===== src/rtl/seq_deserializer_if.sv =====
// Bus bundle for the serial-to-parallel deserializer: serial input side and
// the registered word/status outputs.
interface seq_deserializer_if #(
  parameter int DATA_WIDTH = 8
);
  localparam int CNT_W = $clog2(DATA_WIDTH);

  logic                  ds;
  logic                  en;
  logic                  sync;
  logic [DATA_WIDTH-1:0] dout;
  logic                  dvalid;
  logic                  match;
  logic [CNT_W-1:0]      bit_cnt;
  logic [7:0]            word_cnt;

  modport master (
    output ds, en, sync,
    input  dout, dvalid, match, bit_cnt, word_cnt
  );

  modport slave (
    input  ds, en, sync,
    output dout, dvalid, match, bit_cnt, word_cnt
  );
endinterface


===== src/rtl/seq_deserializer.sv =====
// LSB-first serial deserializer with frame restart, per-word valid pulse and
// a registered pattern-match flag on each completed word.
module seq_deserializer #(
  parameter int                    DATA_WIDTH = 8,
  parameter logic [DATA_WIDTH-1:0] PATTERN    = DATA_WIDTH'(8'b00001110)
) (
  input  logic              clk,
  input  logic              clrn,
  seq_deserializer_if.slave bus
);
  localparam int             CNT_W    = $clog2(DATA_WIDTH);
  localparam logic [CNT_W-1:0] LAST_BIT = CNT_W'(DATA_WIDTH - 1);

  typedef enum logic {IDLE, RECV} state_t;

  state_t                state_q, state_d;
  logic [CNT_W-1:0]      bit_cnt_q, bit_cnt_d;
  logic [DATA_WIDTH-2:0] shift_q, shift_d;
  logic [DATA_WIDTH-1:0] dout_q, dout_d;
  logic                  dvalid_q, dvalid_d;
  logic                  match_q, match_d;
  logic [7:0]            word_cnt_q, word_cnt_d;
  logic [DATA_WIDTH-1:0] word_w;

  // The top bit never needs storing: it arrives on the edge that completes the word.
  assign word_w = {bus.ds, shift_q};

  always_comb begin
    state_d    = state_q;
    bit_cnt_d  = bit_cnt_q;
    shift_d    = shift_q;
    dout_d     = dout_q;
    match_d    = match_q;
    word_cnt_d = word_cnt_q;
    dvalid_d   = 1'b0;

    if (bus.en) begin
      state_d = RECV;
      if (bus.sync) begin
        shift_d    = '0;
        shift_d[0] = bus.ds;
        bit_cnt_d  = CNT_W'(1);
      end else if (bit_cnt_q == LAST_BIT) begin
        dout_d     = word_w;
        match_d    = (word_w == PATTERN);
        word_cnt_d = word_cnt_q + 8'd1;
        dvalid_d   = 1'b1;
        bit_cnt_d  = '0;
        shift_d    = '0;
      end else begin
        shift_d[bit_cnt_q] = bus.ds;
        bit_cnt_d          = bit_cnt_q + CNT_W'(1);
      end
    end else if (bus.sync) begin
      state_d   = IDLE;
      bit_cnt_d = '0;
      shift_d   = '0;
    end
  end

  always_ff @(posedge clk or negedge clrn) begin
    if (!clrn) begin
      state_q    <= IDLE;
      bit_cnt_q  <= '0;
      shift_q    <= '0;
      dout_q     <= '0;
      dvalid_q   <= 1'b0;
      match_q    <= 1'b0;
      word_cnt_q <= '0;
    end else begin
      state_q    <= state_d;
      bit_cnt_q  <= bit_cnt_d;
      shift_q    <= shift_d;
      dout_q     <= dout_d;
      dvalid_q   <= dvalid_d;
      match_q    <= match_d;
      word_cnt_q <= word_cnt_d;
    end
  end

  assign bus.dout     = dout_q;
  assign bus.dvalid   = dvalid_q;
  assign bus.match    = match_q;
  assign bus.bit_cnt  = bit_cnt_q;
  assign bus.word_cnt = word_cnt_q;
endmodule


===== src/flat_wrapper.sv =====
// flat-port wrapper written by rule: the top's interface ports become plain ports
module seq_deserializer_flat 
#(
  parameter int                    DATA_WIDTH = 8,
  parameter logic [DATA_WIDTH-1:0] PATTERN    = DATA_WIDTH'(8'b00001110)
)
  (clk, clrn, bus_ds, bus_en, bus_sync, bus_dout, bus_dvalid, bus_match, bus_bit_cnt, bus_word_cnt);
  seq_deserializer_if #(.DATA_WIDTH(DATA_WIDTH)) bus_i ();
  input  logic clk;
  input  logic clrn;
  input wire logic [$bits(bus_i.ds)-1:0] bus_ds;
  input wire logic [$bits(bus_i.en)-1:0] bus_en;
  input wire logic [$bits(bus_i.sync)-1:0] bus_sync;
  output wire logic [$bits(bus_i.dout)-1:0] bus_dout;
  output wire logic [$bits(bus_i.dvalid)-1:0] bus_dvalid;
  output wire logic [$bits(bus_i.match)-1:0] bus_match;
  output wire logic [$bits(bus_i.bit_cnt)-1:0] bus_bit_cnt;
  output wire logic [$bits(bus_i.word_cnt)-1:0] bus_word_cnt;
  assign bus_i.ds = bus_ds;
  assign bus_i.en = bus_en;
  assign bus_i.sync = bus_sync;
  assign bus_dout = bus_i.dout;
  assign bus_dvalid = bus_i.dvalid;
  assign bus_match = bus_i.match;
  assign bus_bit_cnt = bus_i.bit_cnt;
  assign bus_word_cnt = bus_i.word_cnt;
  seq_deserializer #(.DATA_WIDTH(DATA_WIDTH), .PATTERN(PATTERN)) u_core (.clk(clk), .clrn(clrn), .bus(bus_i));
endmodule

===== config.mk =====
export PLATFORM = sky130hd
export DESIGN_NAME = seq_deserializer_flat
export DESIGN_NICKNAME = d
export VERILOG_FILES = /design/src/rtl/seq_deserializer_if.sv /design/src/rtl/seq_deserializer.sv /design/src/flat_wrapper.sv
export SDC_FILE = /design/constraint.sdc
export NUM_CORES = 1
export LEC_CHECK = 0
export BUFFER_PORTS_ARGS = -buffer_cell sky130_fd_sc_hd__clkbuf_2
export CORE_ASPECT_RATIO = 1.1
export CORE_MARGIN = 3
export CORE_UTILIZATION = 58
export CTS_CLUSTER_DIAMETER = 200
export DETAILED_ROUTE_END_ITERATION = 6
export GPL_TIMING_DRIVEN = 0
export PLACE_DENSITY = 0.83
export SLEW_MARGIN = 15
export SYNTH_ARGS = -nofsm -noshare
export SYNTH_HDL_FRONTEND = slang
export SYNTH_SLANG_ARGS = --single-unit
export TNS_END_PERCENT = 100

===== constraint.sdc =====
create_clock -name clk -period 3.5 [get_ports clk]
set_input_delay 0.175 -clock clk [delete_from_list [all_inputs] [get_ports clk]]
set_output_delay 0.175 -clock clk [all_outputs]
set_load 0.005 [all_outputs]

After elaboration in Yosys (flattened, before gate mapping)
Cells that the tools add are included.
W data, S select, Z words.

storage, ports and cells
  flip-flop bits (word level) = 28
  output and inout port bits = 21
  word-level logic and storage cells = 30

cells by class
  add/sub/neg operators = 2
  $lt $le $gt $ge = 2
  eq/ne operators = 2
  multiplexer cells = 14
  bitwise operators = 1
  reductions and logical operators = 3

operators by type and width
  cell                   number
  $mux W7                4
  $mux W3                4
  $add A8 B1 Y8 const B  1
  $eq A8 B4 Y1 const B   1
  $bwmux W7              1
  $lt A3 B4 Y1 const B   1
  $mux W1                4
  $add A3 B1 Y3 const B  1
  $demux W1 S3           1
  $eq A3 B3 Y1 const B   1
  $ge A3 B1 Y1 const B   1
  $reduce_and A3 Y1      1
  $reduce_bool A2 Y1     1
  $logic_and A1 B1 Y1    1
  $not A1 Y1             1

Depth between registers and ports, before layout
Gate-level depths: netlist (run 1).

  depth in word-level cells = 8
  mapped depth = 7
  depth with buffers taken out = 6

Worst setup path before layout (run 1)
No wires, ideal clock.

  path type = reg-to-reg
  start = reg u_core.bit_cnt_q[0] (netlist: u_core.bus.bit_cnt[0])
  end = reg u_core.shift_q[4]
  setup time = 0.078 ns
  data arrival time = 1.437 ns
  slack = 1.985 ns
  stages on the path, launching flop included = 7
  buffers on the path = 1
  period minus slack after synthesis = 1.515 ns
  path through = dfrtp_1 ha_1 ha_1 or2_1 buf_6 o22ai_1 o2bb2ai_1

between the ends
  cells in the longest elaborated chain, start to end = 8
  elaborated cells on any way between the ends = 10

RTL lines
  item                                                                line                    text
  start: declaration                                                  seq_deserializer.sv:17  logic [CNT_W-1:0] bit_cnt_q, bit_cnt_d;
  start signal: assignment                                            seq_deserializer.sv:72  bit_cnt_q <= bit_cnt_d;
  $lt A3 B4 Y1 (implied by the code) or $ge A3 B1 Y1 (tied branches)  seq_deserializer.sv:51  shift_d[bit_cnt_q] = bus.ds;
  $logic_and A1 B1 Y1 (implied by the code)                           seq_deserializer.sv:51
  $mux W1 (implied by the code)                                       seq_deserializer.sv:51
  $demux W1 S3                                                        n/a
  $bwmux W7                                                           seq_deserializer.sv:51
  $mux W7 *                                                           seq_deserializer.sv:43  end else if (bit_cnt_q == LAST_BIT) begin
  $mux W7 *                                                           seq_deserializer.sv:39  if (bus.sync) begin
  $mux W7 *                                                           seq_deserializer.sv:37  if (bus.en) begin
  end signal: assignment                                              seq_deserializer.sv:73  shift_q <= shift_d;
  end: declaration                                                    seq_deserializer.sv:18  logic [DATA_WIDTH-2:0] shift_q, shift_d;

Every way passes the cells marked *; elsewhere a longest branch is shown, timed or not.
A chain may end at the register's enable or synchronous reset.

Worst setup path in the final report (run 1)
  start = reg u_core.bit_cnt_q[0] (netlist: u_core.bus.bit_cnt[0])
  end = reg u_core.shift_q[3]

The elaborated chain is that of the path after synthesis.

==> out/summary.txt, run 1 <==
Status -> finished, final reports clean
Worst setup EP type -> flip-flop
Via/cell ratio -> 5.548
Final Critical Period -> 1695 ps
Crit-path most repeated cell -> ha_1
IO Pins -> 26
Part of the cycle the worst path needs -> 48.42%
GRT overflow -> 0
H-tree depth -> 1
DR WL/cell -> 14.82 um
Final hold vios -> 0
Via count of the first global-routing pass -> 958
Final setup violating endpoints -> 0
Class of the worst hold path -> in2reg
Mapped Cells -> 128
Worst path cell trace -> ha_1, ha_1, or2_1, buf_6, o22ai_2, a32o_1
Routed Antenna Nets -> 0
Global-route wire length before repair -> 4595 um
GP Congestion -> 0.8006
YS warnings -> 0
Worst skew pair latency -> 330 ps
Crit start category -> flip-flop
Worst VDD drop -> 0.0003063 V
Cell leakage power -> 0.0008714 uW
Clock-pin slew on the worst setup and hold paths -> 150 ps
Global Route Usage Sum -> 20.66%
Buffers & Inverters on Critical Path -> 1
DR pass1 iterations -> 6
Die Ht -> 56.93 um
Reg2reg start -> u_core.bus.bit_cnt[0]
Max clock buf depth -> 2
Slew headroom -> 54.15%
CTS Root Cell -> clkbuf_4
Setup_tns -> 0 ps
Critical path's top delay family -> adder cells
Most frequent cells in the layout -> nand2_1, dfrtp_1, clkbuf_2
Layout area overhead -> 15.10%
Slowest cell on crit path -> dfrtp_1
Critical Path Fanout Max -> 6
Clock Skews -> 8.372 ps
Routed via count -> 1,032
Max Cap Viol -> 0
RSZ-0062 raised after global routing -> no
CTS buffer count -> 3
Top cell type's share of synthesized area -> 51.24%
Layout cells sized above 1 -> 30.38%
Flop-to-flop setup slack -> 1810 ps
Final Max Slew Viols -> 0
WL final -> 2757 um
HP Start -> bus_ds
Post-synthesis average cell area -> 10.68 um2
Commonest non-fill, non-tap cell in the layout -> nand2_1
Final instance area -> 1574 um2
Register Area -> 700.7 um2
Clk sinks -> 28
Fmax -> 590.1 MHz
Filler cell count -> 160
Synthesized area -> 1368 um2
Die Span X -> 52.30 um
Post-DP Area -> 1528 um2
Crit. Startpoint -> u_core.bus.bit_cnt[0]
Post-synth cell types -> 32
CP Class -> reg2reg
Dominant cell type by area after synthesis -> dfrtp_1
WHS -> 101.7 ps
Max incr delay on CP -> 460 ps
CTS tree -> built
Syn Nets -> 136
Buffers on Ports -> 25
Starting Density -> 64.29%
Sequential share of the synthesized area -> 51.24%
Final nets -> 167
Total power -> 561.6 uW
DRC viols -> 0
ANT cells -> 0
Synthesized flop and latch total -> 28
Critical path arrival -> 1970 ps
Core area -> 2127 um2
Dpl hpwl -> 2028 um
Initial antenna violation count -> 0
PD cells -> 356.8 nW/um2
CP required -> 3770 ps
Floorplan row count -> 17
DIE AREA -> 2977 um2
Worst Tran Pin Value -> 687.8 ps
Multi-input logic area -> 606.8 um2
Largest net degree at the start of global routing -> 29
Synth area leaders -> dfrtp_1, nand2_1, o22ai_2, ha_1, xnor2_1
First-iteration detailed-routing DRC count -> 15
## kinds of logic (layout without fill, tap and decap cells)
group / after synthesis / in the layout / synth area share (%)
buffers and inverters: 9 / 39 / 4.391
AOI/OAI and AO/OA: 16 / 16 / 10.52
and+or+nand+nor: 63 / 63 / 25.16
xor gates and xnor gates: 7 / 7 / 4.483
adders and majority gates: 3 / 3 / 2.745
muxes: 2 / 2 / 1.464
DFF: 28 / 28 / 51.23
## cells in the mapped netlist
cell type,count
and4bb_4,1
ha_1,3
mux2i_1,2
nor2b_1,3
nor2_1,6
o22ai_1,2
a32o_2,1
o21ai_0,3
nor3b_2,1
and3_1,1
buf_6,1
nand3_1,2
nor3_1,1
o2bb2ai_1,2
xnor2_1,4
and3b_1,3
nor4b_1,1
buf_4,4
inv_2,1
o22ai_2,4
nand4_1,3
nand2_1,34
dfrtp_1,28
nor3b_1,2
nor3_2,2
a32o_1,2
or2_1,1
buf_2,3
xor2_1,3
a22o_1,2
nor4bb_1,1
nand3b_4,1
## state kept, by name, summed over array words and instances, names as in the netlist
signal               cells
u_core.bus.bit_cnt       3
u_core.bus.dout          8
u_core.bus.dvalid        1
u_core.bus.match         1
u_core.bus.word_cnt      8
u_core.shift_q           7
## metrics by stage
| step | utilization, % | instances | setup slack [ps] |
|---|---|---|---|
| after floorplan | - | 128 | 1985 |
| after global placement | 71.82 | 181 | 1871 |
| after detailed placement | 71.82 | 181 | 1870 |
| after CTS | 74.00 | 186 | 1824 |
| after global routing | 74.00 | 186 | 1749 |
| final | 74.00 | 186 | 1805 |
## worst min-delay path: stages
cell and delay, ps:
clkbuf_2 120, nand2_1 60, nand2_1 40
## power breakdown
group	switching [uW]	leakage, uW	total (uW)	internal (uW)
Clock	93.2	0.0000210	157	63.7
Combinational	36.9	0.000464	65.8	28.9
Sequential	8.08	0.000387	339	331
## layout make-up
type,instances,share of cell area [%]
Sequential cell,28,44.52
Buffer,8,3.577
Timing Repair Buffer,26,8.585
Tap cell,28,2.226
Clock buffer,4,2.305
Inverter,1,0.2385
Multi-Input combinational cell,91,38.55
## worst paths after layout
kind                                               end  depth (start not counted)
worst max-delay path                 u_core.shift_q[3]                          6
worst min-delay path                u_core.bus.dout[7]                          3
worst max register to register       u_core.shift_q[3]                          6
worst min register to register  u_core.bus.word_cnt[7]                          1
max in group asynchronous           u_core.bus.dout[2]                          2
min in group asynchronous       u_core.bus.word_cnt[6]                          2
## layer usage
layer / vias to the layer above / GRT usage [%] / wire, um
met1: 493 / 27.05 / 1215
met4: 0 / 7.664 / 44
met5: - / 0 / 0
met3: 5 / 2.350 / 119
met2: 31 / 34.75 / 1378
li1: 503 / - / -
## what timing repair did
item	in CTS	in global routing
setup buffers	0	0
resized for setup	0	0
endpoints found under the hold margin	28	0
hold buffers	1	0
(Power assumes the default switching activity.)
==> run 2: changes to the inputs <==
- CORE_UTILIZATION: 58 -> 54
- PLACE_DENSITY: 0.83 -> 0.78
- clock period: 3.5 -> 1.8 ns (I/O delays scaled with it)
==> run 2 against run 1 <==
Effect of this change:
- core utilization fell by 6.6 points
- sequential power rose by 94%
- combinational power rose by 93%
- critical path depth did not move
- clock-buffer cell count fell by 1
- clock skew fell by 3.6 ps
- via count fell by 0.48%
- setup slack got worse by 1700 ps
- highest routed layer unchanged
- non-clock buffer count did not move
==> out/summary.txt, run 2 (synthesis results as in run 1) <==
Multi-input logic area -> 606.8 um2
ANT cells -> 0
GP Congestion -> 0.8244
Filler cell count -> 201
CTS buffer count -> 3
DRC viols -> 0
DR WL/cell -> 13.75 um
Floorplan row count -> 18
Class of the worst hold path -> in2reg
Largest net degree at the start of global routing -> 29
HP Start -> bus_ds
Most frequent cells in the layout -> nand2_1, dfrtp_1, clkbuf_2
CP Class -> reg2reg
Final Max Slew Viols -> 0
Final instance area -> 1563 um2
Critical Path Fanout Max -> 6
CTS Root Cell -> clkbuf_4
Critical path's top delay family -> adder cells
Buffers on Ports -> 25
Buffers & Inverters on Critical Path -> 1
WL final -> 2572 um
Starting Density -> 58.95%
Post-DP Area -> 1530 um2
Worst path cell trace -> ha_1, ha_1, or2_1, buf_6, o22ai_1, o2bb2ai_1
H-tree depth -> 1
Final hold vios -> 0
Cell leakage power -> 0.0008642 uW
Die Span X -> 53.98 um
Critical path arrival -> 1930 ps
Final setup violating endpoints -> 0
CTS tree -> built
DIE AREA -> 3173 um2
Crit. Startpoint -> u_core.bus.bit_cnt[0]
Layout cells sized above 1 -> 29.94%
Slowest cell on crit path -> dfrtp_1
Final Critical Period -> 1673 ps
CP required -> 2060 ps
Worst Tran Pin Value -> 665.2 ps
Max incr delay on CP -> 450 ps
Layout area overhead -> 14.27%
Clock-pin slew on the worst setup and hold paths -> 140 ps
Global Route Usage Sum -> 18.68%
Routed via count -> 1,027
Status -> finished, final reports clean
Max Cap Viol -> 0
Worst setup EP type -> flip-flop
Commonest non-fill, non-tap cell in the layout -> nand2_1
Setup_tns -> 0 ps
Crit start category -> flip-flop
First-iteration detailed-routing DRC count -> 30
Worst skew pair latency -> 320 ps
Flop-to-flop setup slack -> 130 ps
Crit-path most repeated cell -> ha_1
Via count of the first global-routing pass -> 957
RSZ-0062 raised after global routing -> no
IO Pins -> 26
Global-route wire length before repair -> 4471 um
Fmax -> 597.8 MHz
Slew headroom -> 55.65%
Part of the cycle the worst path needs -> 92.93%
DR pass1 iterations -> 4
Die Ht -> 58.78 um
PD cells -> 661.8 nW/um2
Register Area -> 700.7 um2
Initial antenna violation count -> 0
Core area -> 2320 um2
Dpl hpwl -> 1910 um
Max clock buf depth -> 2
Via/cell ratio -> 5.492
Routed Antenna Nets -> 0
Reg2reg start -> u_core.bus.bit_cnt[0]
Worst VDD drop -> 0.0004304 V
GRT overflow -> 0
Clk sinks -> 28
Clock Skews -> 4.813 ps
Final nets -> 167
==> run 2: changes by cell type in the layout (fill, tap and decap cells not counted) <==
cell      change
clkbuf_8      -1
==> run 2: through the flow <==
stage | utilization (%) | power, uW | setup WS (ps) | std cells | hold WS [ps]
2_1_floorplan | - | 747.6 | 284.9 | 128 | -205.6
3_3_place_gp | 65.97 | 787.9 | 216.3 | 183 | 147.8
3_5_place_dp | 65.97 | 794.5 | 178.7 | 183 | 160.6
4_1_cts | 67.37 | 1042 | 145.4 | 187 | 44.75
5_1_grt | 67.37 | 1081 | 61.29 | 187 | 58.15
6_report | 67.37 | 1034 | 127.3 | 187 | 45.88
==> run 2: final cells by class <==
type                       count  area share (%)
buffer                         8           3.603
clock buffer                   3           1.441
inverter                       1          0.2402
multi-input combinational     91           38.83
sequential                    28           44.84
tap                           30           2.402
timing repair buffer          26           8.647
==> run 2: path summary, 6_finish.rpt <==
path / endpoint / cells after the start
setup / recovery: u_core.shift_q[4] / 6
hold / removal: u_core.bus.dout[7] / 3
setup reg to reg: u_core.shift_q[4] / 6
hold reg to reg: u_core.bus.word_cnt[7] / 1
max in group asynchronous: u_core.bus.bit_cnt[0] / 2
min in group asynchronous: u_core.bus.word_cnt[0] / 2
==> run 2: what timing repair did <==
item | 4_1_cts | 5_1_grt
buffers inserted | 0 | 0
gates resized for setup | 0 | 0
setup endpoints to repair | 0 | 0
hold endpoints to repair | 28 | 0
hold buffers | 1 | 0
==> run 2: routing by layer <==
metal / up-vias / GRT usage, % / share of wire [%]
li1: 504 / - / -
met1: 497 / 28.36 / 48
met2: 22 / 28.55 / 47
met3: 4 / 2.278 / 4.0
met4: 0 / 4.270 / 1.1
met5: - / 0 / 0
==> run 2: worst register-to-register path, delay by kind of cell (launching register included) <==
family                   cells  cell delay (ps)
adder cells (fa/ha/maj)      2              480
flip-flops                   1              450
AO/OA/AOI/OAI                2              290
AND/OR/NAND/NOR              1              260
buffers and inverters        1              140
==> run 2: power by group <==
group | switching, uW | internal (uW)
Clock | 172 | 78.3
Sequential | 13.7 | 643
Combinational | 70.7 | 56.1
Total | 256 | 778
